File: config.mk
export PLATFORM = sky130hd
export DESIGN_NAME = leaf_stream_merger
export DESIGN_NICKNAME = d
export VERILOG_FILES = /design/src/rtl/leaf_merge_pkg.sv /design/src/rtl/leaf_merge_fifo.sv /design/src/rtl/leaf_stream_merger.sv
export SDC_FILE = /design/constraint.sdc
export NUM_CORES = 1
export LEC_CHECK = 0
export BUFFER_PORTS_ARGS = -buffer_cell sky130_fd_sc_hd__buf_4
export CORE_MARGIN = 2
export CORE_UTILIZATION = 54
export CTS_BUF_LIST = sky130_fd_sc_hd__clkbuf_2 sky130_fd_sc_hd__clkbuf_4 sky130_fd_sc_hd__clkbuf_8
export DETAILED_ROUTE_END_ITERATION = 10
export GPL_ROUTABILITY_DRIVEN = 0
export PLACE_DENSITY_LB_ADDON = 0.2
export SETUP_SLACK_MARGIN = 0.05
export SLEW_MARGIN = 5
export SYNTH_ARGS = -nofsm -noshare
export SYNTH_HDL_FRONTEND = slang
export SYNTH_SLANG_ARGS = --single-unit
File: constraint.sdc
create_clock -name clk -period 10.5 [get_ports clk]
set_input_delay 0.525 -clock clk [delete_from_list [all_inputs] [get_ports clk]]
set_output_delay 0.525 -clock clk [all_outputs]
set_load 0.03 [all_outputs]
File: src/rtl/leaf_merge_pkg.sv
// Shared defaults, source-index width and the FIFO entry layout for the leaf stream merger.
package leaf_merge_pkg;

  localparam int NUM_IN = 5;
  localparam int DATA_W = 16;
  localparam int DEPTH  = 4;
  localparam int SRC_W  = (NUM_IN > 1) ? $clog2(NUM_IN) : 1;

  typedef struct packed {
    logic [SRC_W-1:0]  src;
    logic [DATA_W-1:0] data;
  } entry_t;

  // Ascending successor of a stream index, wrapping back to 0 after n-1.
  function automatic int next_index(input int idx, input int n);
    return (idx + 1 >= n) ? 0 : idx + 1;
  endfunction

endpackage

File: src/rtl/leaf_merge_fifo.sv
// Synchronous FIFO of {src, data} entries with naturally wrapping pointers and an occupancy counter.
module leaf_merge_fifo
  import leaf_merge_pkg::*;
#(
  parameter int  DEPTH   = leaf_merge_pkg::DEPTH,
  parameter type entry_t = leaf_merge_pkg::entry_t,
  localparam int PTR_W   = $clog2(DEPTH)
) (
  input  logic         clk,
  input  logic         rst,
  input  logic         push,
  input  logic         pop,
  input  entry_t       wr_entry,
  output entry_t       rd_entry,
  output logic         full,
  output logic         empty,
  output logic [PTR_W:0] count
);

  entry_t           mem [DEPTH];
  logic [PTR_W-1:0] wr_ptr;
  logic [PTR_W-1:0] rd_ptr;
  logic             do_push;
  logic             do_pop;

  assign empty    = (count == '0);
  assign full     = (count == (PTR_W+1)'(DEPTH));
  assign do_pop   = pop && !empty;
  // A full FIFO still accepts a write when the head leaves in the same cycle.
  assign do_push  = push && (!full || do_pop);
  assign rd_entry = mem[rd_ptr];

  always_ff @(posedge clk) begin
    if (do_push) begin
      mem[wr_ptr] <= wr_entry;
    end
  end

  always_ff @(posedge clk) begin
    if (rst) begin
      wr_ptr <= '0;
      rd_ptr <= '0;
      count  <= '0;
    end else begin
      if (do_push) begin
        wr_ptr <= wr_ptr + PTR_W'(1);
      end
      if (do_pop) begin
        rd_ptr <= rd_ptr + PTR_W'(1);
      end
      case ({do_push, do_pop})
        2'b10:   count <= count + (PTR_W+1)'(1);
        2'b01:   count <= count - (PTR_W+1)'(1);
        default: count <= count;
      endcase
    end
  end

endmodule

File: src/rtl/leaf_stream_merger.sv
// Round-robin merge of NUM_IN valid/ready leaf streams into one buffered output stream tagged with its source index.
module leaf_stream_merger
  import leaf_merge_pkg::*;
#(
  parameter int  NUM_IN = leaf_merge_pkg::NUM_IN,
  parameter int  DATA_W = leaf_merge_pkg::DATA_W,
  parameter int  DEPTH  = leaf_merge_pkg::DEPTH,
  localparam int SRC_W  = (NUM_IN > 1) ? $clog2(NUM_IN) : 1,
  localparam int CNT_W  = $clog2(DEPTH) + 1
) (
  input  logic                     clk,
  input  logic                     rst,
  input  logic [NUM_IN-1:0]        in_valid,
  input  logic [NUM_IN*DATA_W-1:0] in_data,
  output logic [NUM_IN-1:0]        in_ready,
  output logic                     out_valid,
  output logic [DATA_W-1:0]        out_data,
  output logic [SRC_W-1:0]         out_src,
  input  logic                     out_ready,
  output logic [CNT_W-1:0]         count
);

  // Entry layout follows this instance's widths, which may differ from the package defaults.
  typedef struct packed {
    logic [SRC_W-1:0]  src;
    logic [DATA_W-1:0] data;
  } merge_entry_t;

  logic [SRC_W-1:0] rr;
  logic [SRC_W-1:0] grant_idx;
  logic             found;
  logic             space;
  logic             push;
  logic             pop;
  logic             full;
  logic             empty;
  int               idx;
  merge_entry_t     wr_entry;
  merge_entry_t     rd_entry;

  assign pop   = !empty && out_ready;
  assign space = !full || pop;

  always_comb begin
    found     = 1'b0;
    grant_idx = '0;
    idx       = int'(rr);
    for (int k = 0; k < NUM_IN; k++) begin
      if (!found && in_valid[idx]) begin
        found     = 1'b1;
        grant_idx = SRC_W'(idx);
      end
      idx = next_index(idx, NUM_IN);
    end
  end

  assign push = found && space && !rst;

  always_comb begin
    in_ready = '0;
    if (push) begin
      in_ready[grant_idx] = 1'b1;
    end
  end

  assign wr_entry.src  = grant_idx;
  assign wr_entry.data = in_data[int'(grant_idx)*DATA_W +: DATA_W];

  always_ff @(posedge clk) begin
    if (rst) begin
      rr <= '0;
    end else if (push) begin
      rr <= SRC_W'(next_index(int'(grant_idx), NUM_IN));
    end
  end

  leaf_merge_fifo #(
    .DEPTH   (DEPTH),
    .entry_t (merge_entry_t)
  ) u_fifo (
    .clk      (clk),
    .rst      (rst),
    .push     (push),
    .pop      (pop),
    .wr_entry (wr_entry),
    .rd_entry (rd_entry),
    .full     (full),
    .empty    (empty),
    .count    (count)
  );

  assign out_valid = !empty;
  assign out_data  = rd_entry.data;
  assign out_src   = rd_entry.src;

endmodule

==> results of run 1 <==
final timing paths:
check / startpoint / depth (start not counted) / slack (ns) / endpoint
hold reg to reg: u_fifo.count[2]$_SDFFE_PP0P_ / 2 / 0.53 / u_fifo.count[2]$_SDFFE_PP0P_
hold / removal: rst / 2 / 0.44 / u_fifo.count[1]$_SDFFE_PP0P_
setup reg to reg: rr[0]$_SDFFE_PP0P_ / 25 / 4.25 / u_fifo.count[2]$_SDFFE_PP0P_
setup / recovery: rr[0]$_SDFFE_PP0P_ / 22 / 3.64 / in_ready[1]
per-stage QoR:
step / hold slack [ns] / cells
CTS: 0.428 / 605
detailed placement: 0.523 / 589
floorplan: 0.485 / 383
global route: 0.435 / 605
global placement: 0.505 / 589
finish: 0.442 / 605
critical path: stages, from the launching register on:
cell and delay (ns):
dfxtp_1 0.67, clkinv_1 0.35, ha_1 0.41, and3b_1 0.27
a221oi_2 0.43, inv_1 0.11, ha_1 0.31, o211ai_1 0.18
o211ai_2 0.15, a21boi_1 0.36, inv_1 0.14, ha_1 0.21
inv_1 0.05, a21oi_1 0.10, o21ai_0 0.28, o221ai_1 0.17
a31oi_1 0.31, mux2i_1 0.14, o22ai_2 0.15, buf_4 0.34
nand2_2 0.37, nor3_1 0.28, buf_4 0.19
cell families after synthesis:
logic type,synth area share
flops,0.502
compound gates,0.143
fa+ha+maj,0.0364
simple gates,0.0937
mux,0.169
buf+inv,0.0473
xor+xnor,0.00872
state kept, by name (all words and copies together), names as in the netlist, named ones only:
register and cells:
u_fifo.count 3, u_fifo.wr_ptr 2, u_fifo.rd_ptr 2, u_fifo.mem 76, rr 3
layout make-up:
type | count | area [um^2]
Clock buffer | 9 | 124
Multi-Input combinational cell | 252 | 2280
Inverter | 19 | 71.3
Sequential cell | 88 | 2520
Clock inverter | 7 | 55.1
Timing Repair Buffer | 119 | 893
Fill cell | 702 | 3070
Tap cell | 111 | 139
layer usage:
layer	up-vias	part of all wire	global-route usage
met1	1751	0.42	0.290
met4	0	0.016	0.0664
met5	-	0	0
li1	1714	-	-
met3	20	0.080	0.0446
met2	164	0.49	0.377
cells in the final DEF, fill, tap and decap left out, types with 5 or more instances in the layout:
cell type and instances:
buf_4 119, edfxtp_1 76, mux2i_1 41, nand2_1 35, mux4_2 19, inv_1 17
nor2_1 15, ha_1 13, dfxtp_1 12, a21oi_1 10, o221ai_2 9, clkbuf_8 9
o221ai_1 8, o21ai_0 7, and2_1 6, nor3_1 5, o22ai_1 5
==> run_results.csv, run 1 <==
group,metric,value,unit
synth,synth_area,0.00502,mm^2
synth,synth-async-reset-ratio,0,
cts,cts_resized,0,
cts,cts_setup_buffers,0,
placement,dp_hpwl,7.99,mm
sta,rsz0062_at_grt,"no",
floorplan,die_y,100,um
detailed_routing,drc,0,
sta,finalSetupTns,0,ns
detailed_routing,drtAntennaViolNets,0,
min_path,hold_path_class,"in -> reg",
synth,synthCells,383,
sta,finalSetupViolCount,0,
synth,syn_nets,485,
sta,period_share,0.654,
global_route,grt_pass1_vias,3544,
synth,synth.most_common_cell,"edfxtp_1",
worst_setup_path,start_kind,"flop",
synth,synth_flop_cell,"edfxtp_1",
synth,synth_top_area_cell,"edfxtp_1",
placement,port_buffers,115,
sta,relSlewSlack,0.303,
finish,fin_area,0.00609,mm^2
finish,antenna_cells,0,
detailed_routing,drtIter0Drc,159,
synth,synth_top_area_share,0.454,
synth,yosysSeqAreaShare,0.502,
global_route,grt_pass1_wl,17.3,mm
finish,areaGrowthSynthToFinish,21.2,%
synth,ys_top_cells_by_count,"76 x edfxtp_1, 41 x mux2i_1, 35 x nand2_1, 19 x mux4_2, 17 x inv_1",
global_route,antenna_found_initial,0,
synth,yosysWarnings,0,
cts,cts_hold_buf,0,
floorplan,die-area,0.0101,mm^2
synth,synth.avg_cell_area,13.1,um^2
sta,fin_crit,6.86,ns
job,max_cap_viol_count,0,
synth,synth-edff-count,76,
cts,cts_tree,"built",
sta,clock_skew,0.00918,ns
floorplan,core,0.00915,mm^2
worst_setup_path,critPathKind,"reg -> out",
sta,finalHoldViolCount,0,
worst_setup_path,worst_ep_arrival_time,6.34,ns
detailed_routing,first_pass_iters,5,
detailed_routing,vias,3649,
detailed_routing,drt_wl_total,11.3,mm
cts,cts.clk_slew.worst_paths,0.09,ns
global_route,overflow,0,
synth,synth_cell_types,71,
placement,placed_cell_area,0.00591,mm^2
cts,clock_path_buffers,2,
outcome,status,"finished clean",
finish,nNetsFinal,591,
floorplan,die_x,100,um
floorplan,ioPinCount,116,
cts,clk_latency,0.35,ns
finish,drive_gt1_frac,0.362,
cts,htree_levels,3,
synth,ys_top_cells_by_area,"edfxtp_1 45%, mux4_2 8.5%, mux2i_1 8.2%",
worst_setup_path,critPathRequiredTime,9.98,ns
cts,ctsRootBufferMaster,"clkbuf_8",
cts,cts_buffers,9,
worst_setup_path,critPathMaxFanout,21,
detailed_routing,avgViaCountPerCell,6.03,
global_route,grt_usage,0.222,
finish,utilization,0.665,
sta,report.final.slew_viol_count,0,
detailed_routing,wire_per_inst,18.6,um
worst_setup_path,critPathCaptureType,"primary output",
sta,fmax,0.146,GHz
global_route,grt_max_degree,38,
cts,clock_sinks,88,
floorplan,start_util,0.549,
sta,setup_ws,3.64,ns
synth,synth_seq_cells,88,
placement,pre_cts_ws,4.11,ns
floorplan,rows,35,
sta,worstMarginPinSlew,1.05,ns
Power of run 1 is not shown: default switching activity piles up to over one toggle a cycle in this logic, so the estimate is an artifact.
==> inputs of run 2 (changes only) <==
--- a/config.mk
+++ b/config.mk
@@ -7,7 +7,7 @@
 export LEC_CHECK = 0
 export BUFFER_PORTS_ARGS = -buffer_cell sky130_fd_sc_hd__buf_4
 export CORE_MARGIN = 2
-export CORE_UTILIZATION = 54
+export CORE_UTILIZATION = 51
 export CTS_BUF_LIST = sky130_fd_sc_hd__clkbuf_2 sky130_fd_sc_hd__clkbuf_4 sky130_fd_sc_hd__clkbuf_8
 export DETAILED_ROUTE_END_ITERATION = 10
 export GPL_ROUTABILITY_DRIVEN = 0
==> constraint.sdc (replaced) <==
create_clock -name clk -period 5.97 [get_ports clk]
set_input_delay 0.2985 -clock clk [delete_from_list [all_inputs] [get_ports clk]]
set_output_delay 0.2985 -clock clk [all_outputs]
set_load 0.03 [all_outputs]
==> run_results.csv, run 2 (same netlist as run 1, synthesis figures left out) <==
group,metric,value,unit
sta,rsz0062_at_grt,"no",
placement,placed_cell_area,0.00607,mm^2
detailed_routing,vias,3728,
detailed_routing,drt_wl_total,11.8,mm
global_route,busiest_layer,"met2",
cts,cts_tree,"built",
sta,clock_skew,0.00749,ns
floorplan,rows,36,
sta,worstMarginPinSlew,0.979,ns
cts,htree_levels,3,
sta,report.final.slew_viol_count,0,
worst_setup_path,critPathRequiredTime,5.67,ns
sta,finalSetupViolCount,0,
sta,finalHoldViolCount,0,
global_route,grt_max_degree,38,
sta,holdWs,0.226,ns
worst_setup_path,critPathMaxFanout,15,
min_path,hold_path_class,"in -> reg",
global_route,overflow,0,
floorplan,core,0.00968,mm^2
finish,instances_no_fill,642,
detailed_routing,drc,0,
sta,finalSetupTns,0,ns
finish,antenna_cells,0,
worst_setup_path,critPathCaptureType,"primary output",
placement,port_buffers,115,
finish,layout_commonest_cell,"buf_4",
finish,top_regs,"u_fifo.mem x76, rr x3, u_fifo.count x3",
cts,cts_buffers,9,
detailed_routing,wire_per_inst,18.3,um
worst_setup_path,start_kind,"flop",
global_route,met1_usage,0.310,
global_route,grt_pass1_wl,17.6,mm
finish,regMostFlops,"u_fifo.mem",
finish,nNetsFinal,607,
cts,ctsRootBufferMaster,"clkbuf_8",
outcome,status,"finished clean",
placement,dpl.cell_count,627,
global_route,grt_use_met3,0.0437,
sta,fmax,0.184,GHz
global_route,grt_usage,0.222,
global_route,antenna_found_initial,0,
floorplan,die_x,103,um
floorplan,ioPinCount,116,
worst_setup_path,worst_ep_arrival_time,5.14,ns
sta,period_share,0.911,
finish,largest_register_ffs,76,
floorplan,start_util,0.519,
detailed_routing,drtAntennaViolNets,0,
finish,drive_gt1_frac,0.383,
cts,clk_latency,0.35,ns
finish,final_cell_mix,"134 x buf_4, 76 x edfxtp_1, 41 x mux2i_1",
cts,cts.clk_slew.worst_paths,0.08,ns
global_route,grt_pass1_vias,3393,
floorplan,die_y,103,um
floorplan,die-area,0.0107,mm^2
finish,fillerInstances,762,
finish,areaGrowthSynthToFinish,24.8,%
detailed_routing,drtIter0Drc,165,
sta,fin_crit,5.44,ns
detailed_routing,avgViaCountPerCell,5.81,
job,max_cap_viol_count,0,
finish,fin_area,0.00627,mm^2
cts,clock_path_buffers,2,
global_route,use_met2,0.355,
worst_setup_path,critPathKind,"reg -> out",
detailed_routing,first_pass_iters,5,
sta,relSlewSlack,0.347,
placement,dp_hpwl,8.52,mm
cts,clock_sinks,88,
## run 2: per-layer routing
| metal | part of all wire | up-vias |
|---|---|---|
| met1 | 0.42 | 1818 |
| met2 | 0.50 | 143 |
| met3 | 0.070 | 16 |
| met4 | 0.013 | 0 |
| li1 | - | 1751 |
| met5 | 0 | - |
## run 2: per-stage QoR
stage	worst slack, ns	util
after floorplan	0.662	-
after global placement	0.946	0.626
after detailed placement	0.642	0.626
after CTS	0.472	0.646
after global routing	0.108	0.647
final	0.532	0.647
## run 2: repair_timing
item                                    CTS  global route
buffers inserted                          0             0
endpoints found under the setup margin    0             3
resized for setup                         0             2
hold buffers                              0             0
## run 2: final cells by class
cell class | count | area, um^2 | area share
sequential | 88 | 2520 | 0.402
multi-input combinational | 252 | 2290 | 0.365
tap | 133 | 166 | 0.0266
inverter | 19 | 71.3 | 0.0114
clock inverter | 6 | 68.8 | 0.0110
clock buffer | 9 | 124 | 0.0198
timing repair buffer | 135 | 1030 | 0.164
## run 2: critical path: stages (launching register included)
cell and delay [ns]:
dfxtp_1 0.33, buf_4 0.19, ha_1 0.33, and3b_1 0.27
a221oi_2 0.31, inv_1 0.10, ha_1 0.31, or2_1 0.28
o211ai_2 0.23, o21ai_1 0.14, inv_1 0.14, ha_1 0.16
inv_1 0.04, a21oi_2 0.18, o22ai_1 0.15, a211o_1 0.28
a31oi_1 0.25, mux2i_1 0.26, o22ai_2 0.17, buf_4 0.25
nor3_1 0.22, buf_4 0.20
## run 2: worst paths after layout
| check | startpoint | cells after the start | slack, ns | end |
|---|---|---|---|---|
| setup / recovery | rr[0]$_SDFFE_PP0P_ | 21 | 0.53 | in_ready[3] |
| hold / removal | rst | 2 | 0.23 | u_fifo.wr_ptr[0]$_SDFFE_PP0P_ |
| setup reg to reg | rr[0]$_SDFFE_PP0P_ | 24 | 0.65 | u_fifo.count[2]$_SDFFE_PP0P_ |
| hold reg to reg | u_fifo.rd_ptr[1]$_SDFFE_PP0P_ | 2 | 0.54 | u_fifo.rd_ptr[1]$_SDFFE_PP0P_ |
Power of run 2 is left out for the same reason.
==> inputs of run 3 (changes only) <==
--- a/config.mk
+++ b/config.mk
@@ -5,12 +5,14 @@
 export SDC_FILE = /design/constraint.sdc
 export NUM_CORES = 1
 export LEC_CHECK = 0
+export ABC_AREA = 1
 export BUFFER_PORTS_ARGS = -buffer_cell sky130_fd_sc_hd__buf_4
 export CORE_MARGIN = 2
 export CORE_UTILIZATION = 51
 export CTS_BUF_LIST = sky130_fd_sc_hd__clkbuf_2 sky130_fd_sc_hd__clkbuf_4 sky130_fd_sc_hd__clkbuf_8
 export DETAILED_ROUTE_END_ITERATION = 10
 export GPL_ROUTABILITY_DRIVEN = 0
+export GPL_TIMING_DRIVEN = 0
 export PLACE_DENSITY_LB_ADDON = 0.2
 export SETUP_SLACK_MARGIN = 0.05
 export SLEW_MARGIN = 5
==> constraint.sdc (replaced) <==
create_clock -name clk -period 4.5 [get_ports clk]
set_input_delay 0.225 -clock clk [delete_from_list [all_inputs] [get_ports clk]]
set_output_delay 0.225 -clock clk [all_outputs]
set_load 0.03 [all_outputs]
==> run_results.csv, run 3 <==
group,metric,value,unit
worst_setup_path,r2r_setup_slack,0.36,ns
job,max_cap_viol_count,0,
worst_setup_path,crit_family,"simple AND/OR/NAND/NOR gates",
detailed_routing,wire_per_inst,16.6,um
synth,synth_cell_types,37,
finish,antenna_cells,0,
sta,fmax,0.242,GHz
cts,htree_levels,3,
global_route,grt_max_degree,16,
sta,fin_crit,4.14,ns
detailed_routing,drtAntennaViolNets,0,
worst_setup_path,worst_ep_arrival_time,4.21,ns
cts,cts.clk_slew.worst_paths,0.08,ns
synth,yosysSeqAreaShare,0.509,
placement,pre_cts_ws,-0.363,ns
cts,clock_path_buffers,2,
synth,synth.most_common_cell,"nand2_1",
finish,top_regs,"u_fifo.mem x76, rr x3, u_fifo.count x3",
synth,muxShareOfSynthArea,0,
worst_setup_path,cp_num_buf_inv,5,
finish,areaGrowthSynthToFinish,29.2,%
worst_setup_path,critPathRequiredTime,4.57,ns
worst_setup_path,worstReg2RegStart,"rr[1]$_SDFFE_PP0P_",
floorplan,die_y,103,um
detailed_routing,vias,4618,
worst_setup_path,critPathKind,"reg -> reg",
synth,synth_area,0.00496,mm^2
cts,cts_hold_buf,0,
cts,cts_tree,"built",
floorplan,die-area,0.0105,mm^2
synth,syn_nets,667,
placement,dp_hpwl,10.0,mm
sta,period_share,0.920,
sta,relSlewSlack,0.557,
min_path,hold_path_class,"in -> reg",
sta,finalHoldViolCount,0,
synth,synth-edff-count,76,
global_route,antenna_found_initial,0,
synth,synth_seq_cells,88,
worst_setup_path,path_cells,"ha_1 -> nand2_1 -> nand2_2 -> a21oi_4 -> nor2_4 -> ha_4 -> nand4_1 -> nand3_4 -> nand2_4 -> ha_1 -> inv_1 -> a21oi_1 -> nor2_2 -> inv_1 -> nor2_4 -> nand4_1 -> nand2_2 -> o21ai_4 -> buf_6 -> buf_4 -> nor2_2 -> buf_8",
floorplan,die_x,103,um
detailed_routing,avgViaCountPerCell,5.50,
sta,report.final.slew_viol_count,0,
synth,ys_top_cells_by_count,"136 x nand2_1, 76 x edfxtp_1, 59 x inv_1, 55 x nor2_1, 50 x o21ai_0",
sta,worstMarginPinSlew,0.664,ns
worst_setup_path,start_kind,"flop",
worst_setup_path,cp_slowest_cell,"nor2_2",
placement,port_buffers,115,
cts,clk_latency,0.36,ns
min_path,min_from,"rst",
global_route,grt_usage,0.269,
global_route,grt_pass1_wl,21.3,mm
detailed_routing,first_pass_iters,5,
worst_setup_path,max_stage_delay,0.52,ns
synth,synthCells,565,
cts,ctsRootBufferMaster,"clkbuf_8",
synth,synth_xor_area_frac,0,
outcome,status,"finished clean",
sta,finalSetupViolCount,0,
synth,ys_top_cells_by_area,"edfxtp_1 46%, nand2_1 10%, o21ai_0 5.0%",
synth,synth_top_area_cell,"edfxtp_1",
finish,nNetsFinal,808,
finish,fillerInstances,743,
synth,synth_top_family_by_area,"simple AND/OR/NAND/NOR gates",
synth,yosysWarnings,0,
finish,largest_register_ffs,76,
synth,synth-async-reset-ratio,0,
detailed_routing,drt_wl_total,14.0,mm
synth,synth-compound-area-share,0.130,
finish,final_cell_mix,"134 x nand2_1, 131 x buf_4, 76 x edfxtp_1",
detailed_routing,drtIter0Drc,313,
sta,clock_skew,0.0121,ns
finish,layout_commonest_cell,"nand2_1",
worst_setup_path,crit_path_start,"rr[1]$_SDFFE_PP0P_",
worst_setup_path,critPathMaxFanout,10,
finish,drive_gt1_frac,0.287,
cts,clock_sinks,88,
floorplan,rows,35,
sta,setup_ws,0.361,ns
floorplan,start_util,0.532,
floorplan,ioPinCount,116,
synth,synth_fa_ha_area_frac,0.0368,
sta,rsz0062_at_grt,"no",
finish,regMostFlops,"u_fifo.mem",
detailed_routing,drc,0,
floorplan,core,0.00933,mm^2
synth,synth_top_area_share,0.460,
cts,cts_buffers,9,
global_route,overflow,0,
synth,synth.avg_cell_area,8.78,um^2
global_route,grt_pass1_vias,4430,
synth,synth-simple-area-share,0.246,
synth,synth_flop_cell,"edfxtp_1",
worst_setup_path,critPathCaptureType,"flop",
-- run 3: worst register-to-register path, cell delays in order, from the launching register on --
cell	delay, ns
dfxtp_4	0.40
ha_1	0.23
nand2_1	0.10
nand2_2	0.11
a21oi_4	0.07
nor2_4	0.17
ha_4	0.16
nand4_1	0.15
nand3_4	0.14
nand2_4	0.11
ha_1	0.19
inv_1	0.05
a21oi_1	0.06
nor2_2	0.25
inv_1	0.12
nor2_4	0.12
nand4_1	0.12
nand2_2	0.16
o21ai_4	0.08
buf_6	0.14
buf_4	0.16
nor2_2	0.52
buf_8	0.24
-- run 3: path summary, 6_finish.rpt --
check,end,cells after the start
worst min-delay path,rr[0]$_SDFFE_PP0P_,2
worst max-delay path,u_fifo.mem[3][1]$_DFFE_PP_,22
worst min register to register,flop,2
worst max register to register,u_fifo.mem[3][1]$_DFFE_PP_,22
-- run 3: kinds of logic after synthesis --
logic type,count (synthesis)
buffers and inverters,88
DFF,88
adders and majority gates,14
AOI/OAI and AO/OA,109
and+or+nand+nor,266
-- run 3: per-layer routing --
| layer | wire length [um] | share of wire | track usage | vias up |
|---|---|---|---|---|
| li1 | - | - | - | 2203 |
| met1 | 5320 | 0.38 | 0.345 | 2166 |
| met2 | 7140 | 0.51 | 0.456 | 222 |
| met3 | 1220 | 0.088 | 0.0508 | 27 |
| met4 | 283 | 0.020 | 0.101 | 0 |
| met5 | 0 | 0 | 0 | - |
-- run 3: layout make-up --
| type | instances | area (um^2) | area share |
|---|---|---|---|
| Buffer | 22 | 146 | 0.0228 |
| Clock buffer | 9 | 124 | 0.0193 |
| Clock inverter | 6 | 92.6 | 0.0145 |
| Inverter | 66 | 253 | 0.0394 |
| Multi-Input combinational cell | 389 | 2090 | 0.327 |
| Sequential cell | 88 | 2530 | 0.395 |
| Tap cell | 129 | 161 | 0.0252 |
| Timing Repair Buffer | 130 | 1010 | 0.157 |
-- run 3: timing repair --
action,4_1_cts,5_1_grt
pin swaps,3,7
buffers inserted,3,8
endpoints found under the setup margin,37,40
resized for setup,5,16
-- run 3: through the flow --
| step | setup TNS, ns | instances | utilization | area (um^2) | hold slack (ns) |
|---|---|---|---|---|---|
| finish | 0 | 839 | 0.687 | 6410 | 0.0366 |
| global route | 0 | 839 | 0.687 | 6410 | 0.0240 |
| CTS | 0 | 831 | 0.676 | 6310 | 0.0269 |
| detailed placement | -2.28 | 813 | 0.649 | 6050 | 0.411 |
| global placement | -47.26 | 809 | 0.641 | 5980 | 0.406 |
| floorplan | 0 | 565 | - | 4960 | 0.294 |
Power of run 3 is left out for the same reason.
